**src/rtl/decimador_qmn.sv**
```systemverilog
// ---------------------------------------------------------------------------
// decimador_qmn
//
// Integrate-and-dump decimator for two's complement Qm.n samples. Every M
// accepted samples are summed in a guard-bit accumulator. On the edge that
// accepts the M-th sample, the block emits their mean, rounded half toward
// +infinity, and starts a new group.
//
// Parameters
//   M  decimation factor, a power of two in 2..16 (K = log2(M))
//   W  sample width of x and y
//
// Ports
//   clk      single clock, rising-edge active
//   rst      synchronous active-high reset; takes priority over en
//   en       sample strobe; x is accepted on a rising edge with en=1
//   x        signed W-bit input sample
//   y        signed W-bit decimated output, held between dumps
//   y_valid  one-cycle pulse following each dump edge
// ---------------------------------------------------------------------------
module decimador_qmn #(
    parameter int M = 4,
    parameter int W = 16
) (
    input  logic                clk,
    input  logic                rst,
    input  logic                en,
    input  logic signed [W-1:0] x,
    output logic signed [W-1:0] y,
    output logic                y_valid
);

    localparam int K     = $clog2(M);
    localparam int ACC_W = W + K;

    // K guard bits hold the sum of M full-scale samples. The rounding
    // offset (M/2) added to the extreme positive sum still fits, because
    // M * (2^(W-1) - 1) + M/2 < 2^(W+K-1).
    localparam logic signed [ACC_W-1:0] ROUND_HALF = ACC_W'(M / 2);
    localparam logic        [K-1:0]     CNT_LAST   = {K{1'b1}};

    logic signed [ACC_W-1:0] acc_q, acc_d;
    logic        [K-1:0]     cnt_q, cnt_d;
    logic signed [W-1:0]     y_q, y_d;
    logic                    y_valid_q, y_valid_d;

    logic signed [ACC_W-1:0] x_ext;
    logic signed [ACC_W-1:0] sum;
    logic signed [ACC_W-1:0] sum_rnd;

    assign x_ext   = {{K{x[W-1]}}, x};
    assign sum     = acc_q + x_ext;
    assign sum_rnd = sum + ROUND_HALF;

    // NOTE: combinational next-state logic uses blocking assignments and
    // starts from a default for every output, so no path can hold a value
    // and infer a latch; the registers below use non-blocking assignments.
    always_comb begin
        acc_d     = acc_q;
        cnt_d     = cnt_q;
        y_d       = y_q;
        y_valid_d = 1'b0;

        if (en) begin
            if (cnt_q == CNT_LAST) begin
                // Dump: the arithmetic shift by K divides by M. The low W
                // bits of the shifted value are the whole result, since the
                // mean of W-bit samples always fits in W bits.
                y_d       = W'(sum_rnd >>> K);
                y_valid_d = 1'b1;
                acc_d     = '0;
                cnt_d     = '0;
            end else begin
                acc_d = sum;
                cnt_d = cnt_q + 1'b1;
            end
        end
    end

    always_ff @(posedge clk) begin
        if (rst) begin
            acc_q     <= '0;
            cnt_q     <= '0;
            y_q       <= '0;
            y_valid_q <= 1'b0;
        end else begin
            acc_q     <= acc_d;
            cnt_q     <= cnt_d;
            y_q       <= y_d;
            y_valid_q <= y_valid_d;
        end
    end

    assign y       = y_q;
    assign y_valid = y_valid_q;

endmodule

```
**config.mk**
```make
export PLATFORM = sky130hd
export DESIGN_NAME = decimador_qmn
export DESIGN_NICKNAME = d
export VERILOG_FILES = /design/src/rtl/decimador_qmn.sv
export SDC_FILE = /design/constraint.sdc
export NUM_CORES = 1
export LEC_CHECK = 0
export CORE_ASPECT_RATIO = 0.5
export CORE_UTILIZATION = 69
export DETAILED_ROUTE_END_ITERATION = 8
export DONT_BUFFER_PORTS = 1
export GPL_ROUTABILITY_DRIVEN = 0
export GPL_TIMING_DRIVEN = 0
export PLACE_DENSITY_LB_ADDON = 0.2
export SYNTH_ARGS = -nofsm -noshare
export SYNTH_HDL_FRONTEND = slang
export SYNTH_SLANG_ARGS = --single-unit
```
**constraint.sdc**
```tcl
create_clock -name clk -period 7 [get_ports clk]
set_input_delay 1.4 -clock clk [delete_from_list [all_inputs] [get_ports clk]]
set_output_delay 1.4 -clock clk [all_outputs]
set_load 0.03 [all_outputs]
```
==> impl_metrics.env <==
export IMPL_grt_pass1_wl_um=10610
export IMPL_die_y_um=46.22
export IMPL_critPathLaunch="x[0]"
export IMPL_setup_viol_count_final=0
export IMPL_clockBufferDepth=2
export IMPL_reg2reg_slack_ps=3780
export IMPL_ys_warn_count=0
export IMPL_path_cells="ha_1 -> fa_1 -> a211oi_2 -> o211ai_2 -> a21oi_1 -> xnor2_1 -> nand2_1 -> a2111oi_2 -> xnor2_1 -> a22o_1"
export IMPL_synthTopCellsByArea="dfxtp_1 27%, ha_1 8.8%, a21oi_1 6.7%"
export IMPL_hold_viol=0
export IMPL_worstSetupPathType="in -> reg"
export IMPL_synth_fp_nets=368
export IMPL_clockRootBuffer="clkbuf_8"
export IMPL_dp_hpwl_um=5003
export IMPL_multi_input_area_um2=1859
export IMPL_mostFrequentLayoutCell="nor2_1"
export IMPL_worst_path_buf_inv=0
export IMPL_h_tree_depth=2
export IMPL_drc=0
export IMPL_rows=15
export IMPL_io_pins=36
export IMPL_synth_top_cell_area_share_pct=27.46
export IMPL_n_antenna_cell=0
export IMPL_start_util_pct=75.25
export IMPL_cpMaxStageDelayCell="fa_1"
export IMPL_cts_buffers=5
export IMPL_irDropWorstVdd_v=0.0001457
export IMPL_worstPathMaxFanout=5
export IMPL_async_flop_share_pct=0
export IMPL_maxSlewViolCount=0
export IMPL_power_density_nw_per_um2=258.8
export IMPL_design_area_um2=2882
export IMPL_die_w_um=90.43
export IMPL_critPathTopFamily="compound AO/OA/AOI/OAI gates"
export IMPL_synth_seq_area_share_pct=27.46
export IMPL_path_depth=10
export IMPL_grt_pass1_vias=2351
export IMPL_wirelength_um=6652
export IMPL_crit_top_cell="xnor2_1"
export IMPL_cp_end_kind="flip-flop"
export IMPL_netlist_area_um2=2698
export IMPL_firstDrtPassIters=4
export IMPL_dp_slack_ps=2725
export IMPL_hold_path_startpoint="acc_q[16]$_SDFFE_PP0P_"
export IMPL_clkSlewWorstSetupHoldPaths_ps=80
export IMPL_clk_latency_ps=290
export IMPL_numPortBuffers=0
export IMPL_worstMarginPinSlew_ps=642.2
export IMPL_post_cts_setup_buffers=0
export IMPL_cap_violations=0
export IMPL_ys_types=56
export IMPL_maxSlewHeadroom_pct=57.19
export IMPL_dieArea_um2=4179
export IMPL_postRouteAntennaNets=0
export IMPL_worst_hold_slack_ps=510.2
export IMPL_layout_common_cells="47 x nor2_1, 37 x dfxtp_1, 36 x a21oi_1"
export IMPL_reg2reg_from="acc_q[0]$_SDFFE_PP0P_"
export IMPL_final_setup_skew_ps=6.660
export IMPL_status="finished clean"
export IMPL_crit_end="y[14]$_SDFFE_PP0P_"
export IMPL_via_per_inst=6.456
export IMPL_postSynthAreaPerCell_um2=8.199
export IMPL_track_usage_pct=33.13
export IMPL_hp_class="reg -> reg"
export IMPL_max_freq_mhz=249.9
export IMPL_arrival_ps=4190
export IMPL_core_um2=3585
export IMPL_synthCells=329
export IMPL_slowest_delay_ps=440
export IMPL_area_growth_pct=6.818
export IMPL_fin_crit_ps=4002
export IMPL_fillers=230
export IMPL_vias=2505
export IMPL_cts_hold_buf=0
export IMPL_antenna_found_initial=0
export IMPL_cp_start_kind="input port"
export IMPL_final_layout_size_suffix_gt1_share_pct=9.199
export IMPL_place_area_um2=2761
export IMPL_drt_iter0_drc=148
export IMPL_rsz0062_at_grt="no"
export IMPL_ys_seq_elements=37
export IMPL_ff2ff_path_depth=10
export IMPL_p_leak_nw=1.115
export IMPL_wire_per_inst_um=17.14
export IMPL_synth_largest_area_cell="dfxtp_1"
export IMPL_tritoncts="yes"
export IMPL_dominantRegCellSynth="dfxtp_1"
export IMPL_grt_max_degree=13
export IMPL_post_cts_resized=0
export IMPL_gr_total_overflow=0
export IMPL_final_setup_tns_ps=0
export IMPL_regArea_um2=740.7
export IMPL_final_period_utilization_pct=57.17
export IMPL_synth_edff_count=0
export IMPL_nNetsFinal=375
export IMPL_reg2reg_to="y[14]$_SDFFE_PP0P_"
export IMPL_p_total_mw=0.7457
export IMPL_worst_endpoint_required_ps=7190
export IMPL_clkSinkCount=37
export IMPL_fin_ws_ps=2998
## kinds of logic after synthesis
logic type | Yosys count | share of synthesized area, %
and+or+nand+nor | 124 | 24.35
AOI/OAI and AO/OA | 93 | 24.21
DFF | 37 | 27.46
xor gates and xnor gates | 26 | 9.276
buffers and inverters | 25 | 3.618
adders and majority gates | 20 | 9.555
muxes | 4 | 1.531
## area by class of cell
| cell class | count | share of cell area (%) |
|---|---|---|
| multi-input combinational | 267 | 64.52 |
| clock buffer | 6 | 2.866 |
| buffer | 17 | 2.345 |
| clock inverter | 2 | 1.303 |
| sequential | 37 | 25.71 |
| inverter | 8 | 1.042 |
| tap | 51 | 2.215 |
## worst register-to-register path, delay by kind of cell, from the launching register on
family | cells | cell delay [ps]
AOI/OAI and AO/OA | 5 | 1500
adders and majority gates | 2 | 670
xor gates and xnor gates | 2 | 370
DFF | 1 | 320
and+or+nand+nor | 1 | 240
## stage by stage
| stage | cells | util [%] |
|---|---|---|
| floorplan | 329 | - |
| global placement | 380 | 77.03 |
| detailed placement | 380 | 77.03 |
| CTS | 388 | 80.38 |
| global route | 388 | 80.38 |
| finish | 388 | 80.38 |
## worst min path at each step
stage	end	slack, ps	depth (start not counted)
2_1_floorplan	acc_q[16]$_SDFFE_PP0P_	460	2
3_3_place_gp	cnt_q[1]$_SDFFE_PP0P_	480	2
3_5_place_dp	acc_q[16]$_SDFFE_PP0P_	490	2
4_1_cts	acc_q[16]$_SDFFE_PP0P_	510	2
5_1_grt	acc_q[16]$_SDFFE_PP0P_	550	2
6_report	acc_q[16]$_SDFFE_PP0P_	510	2
## synthesized netlist by cell type (3+ instances only)
cell / n
nor2_1: 47
dfxtp_1: 37
a21oi_1: 36
ha_1: 19
a211oi_1: 17
nand2_1: 17
nor2b_1: 17
xnor2_1: 16
clkbuf_1: 12
nand3_1: 10
inv_1: 8
o21ai_0: 8
nor3_1: 7
xor2_1: 7
a21o_1: 4
a211oi_2: 3
buf_2: 3
mux2i_1: 3
nand2b_1: 3
nand3b_1: 3
or3_1: 3
## metal layers
metal	GRT usage, %	routed length (um)	vias to the layer above
li1	-	-	1191
met1	41.14	2912	1170
met2	59.69	3173	117
met3	6.601	431	27
met4	11.94	135	0
met5	0	0	-
## registers in the layout, indices dropped and copies added, names as in the netlist
name,count
acc_q,18
y_valid,1
cnt_q,2
y,16
## where the power goes
group / switching (mW) / leakage (nW) / internal, mW
clock network: 0.0816 / 0.0574 / 0.116
logic: 0.187 / 0.756 / 0.121
registers: 0.0137 / 0.302 / 0.227
total: 0.282 / 1.12 / 0.464
(Power assumes the default switching activity.)
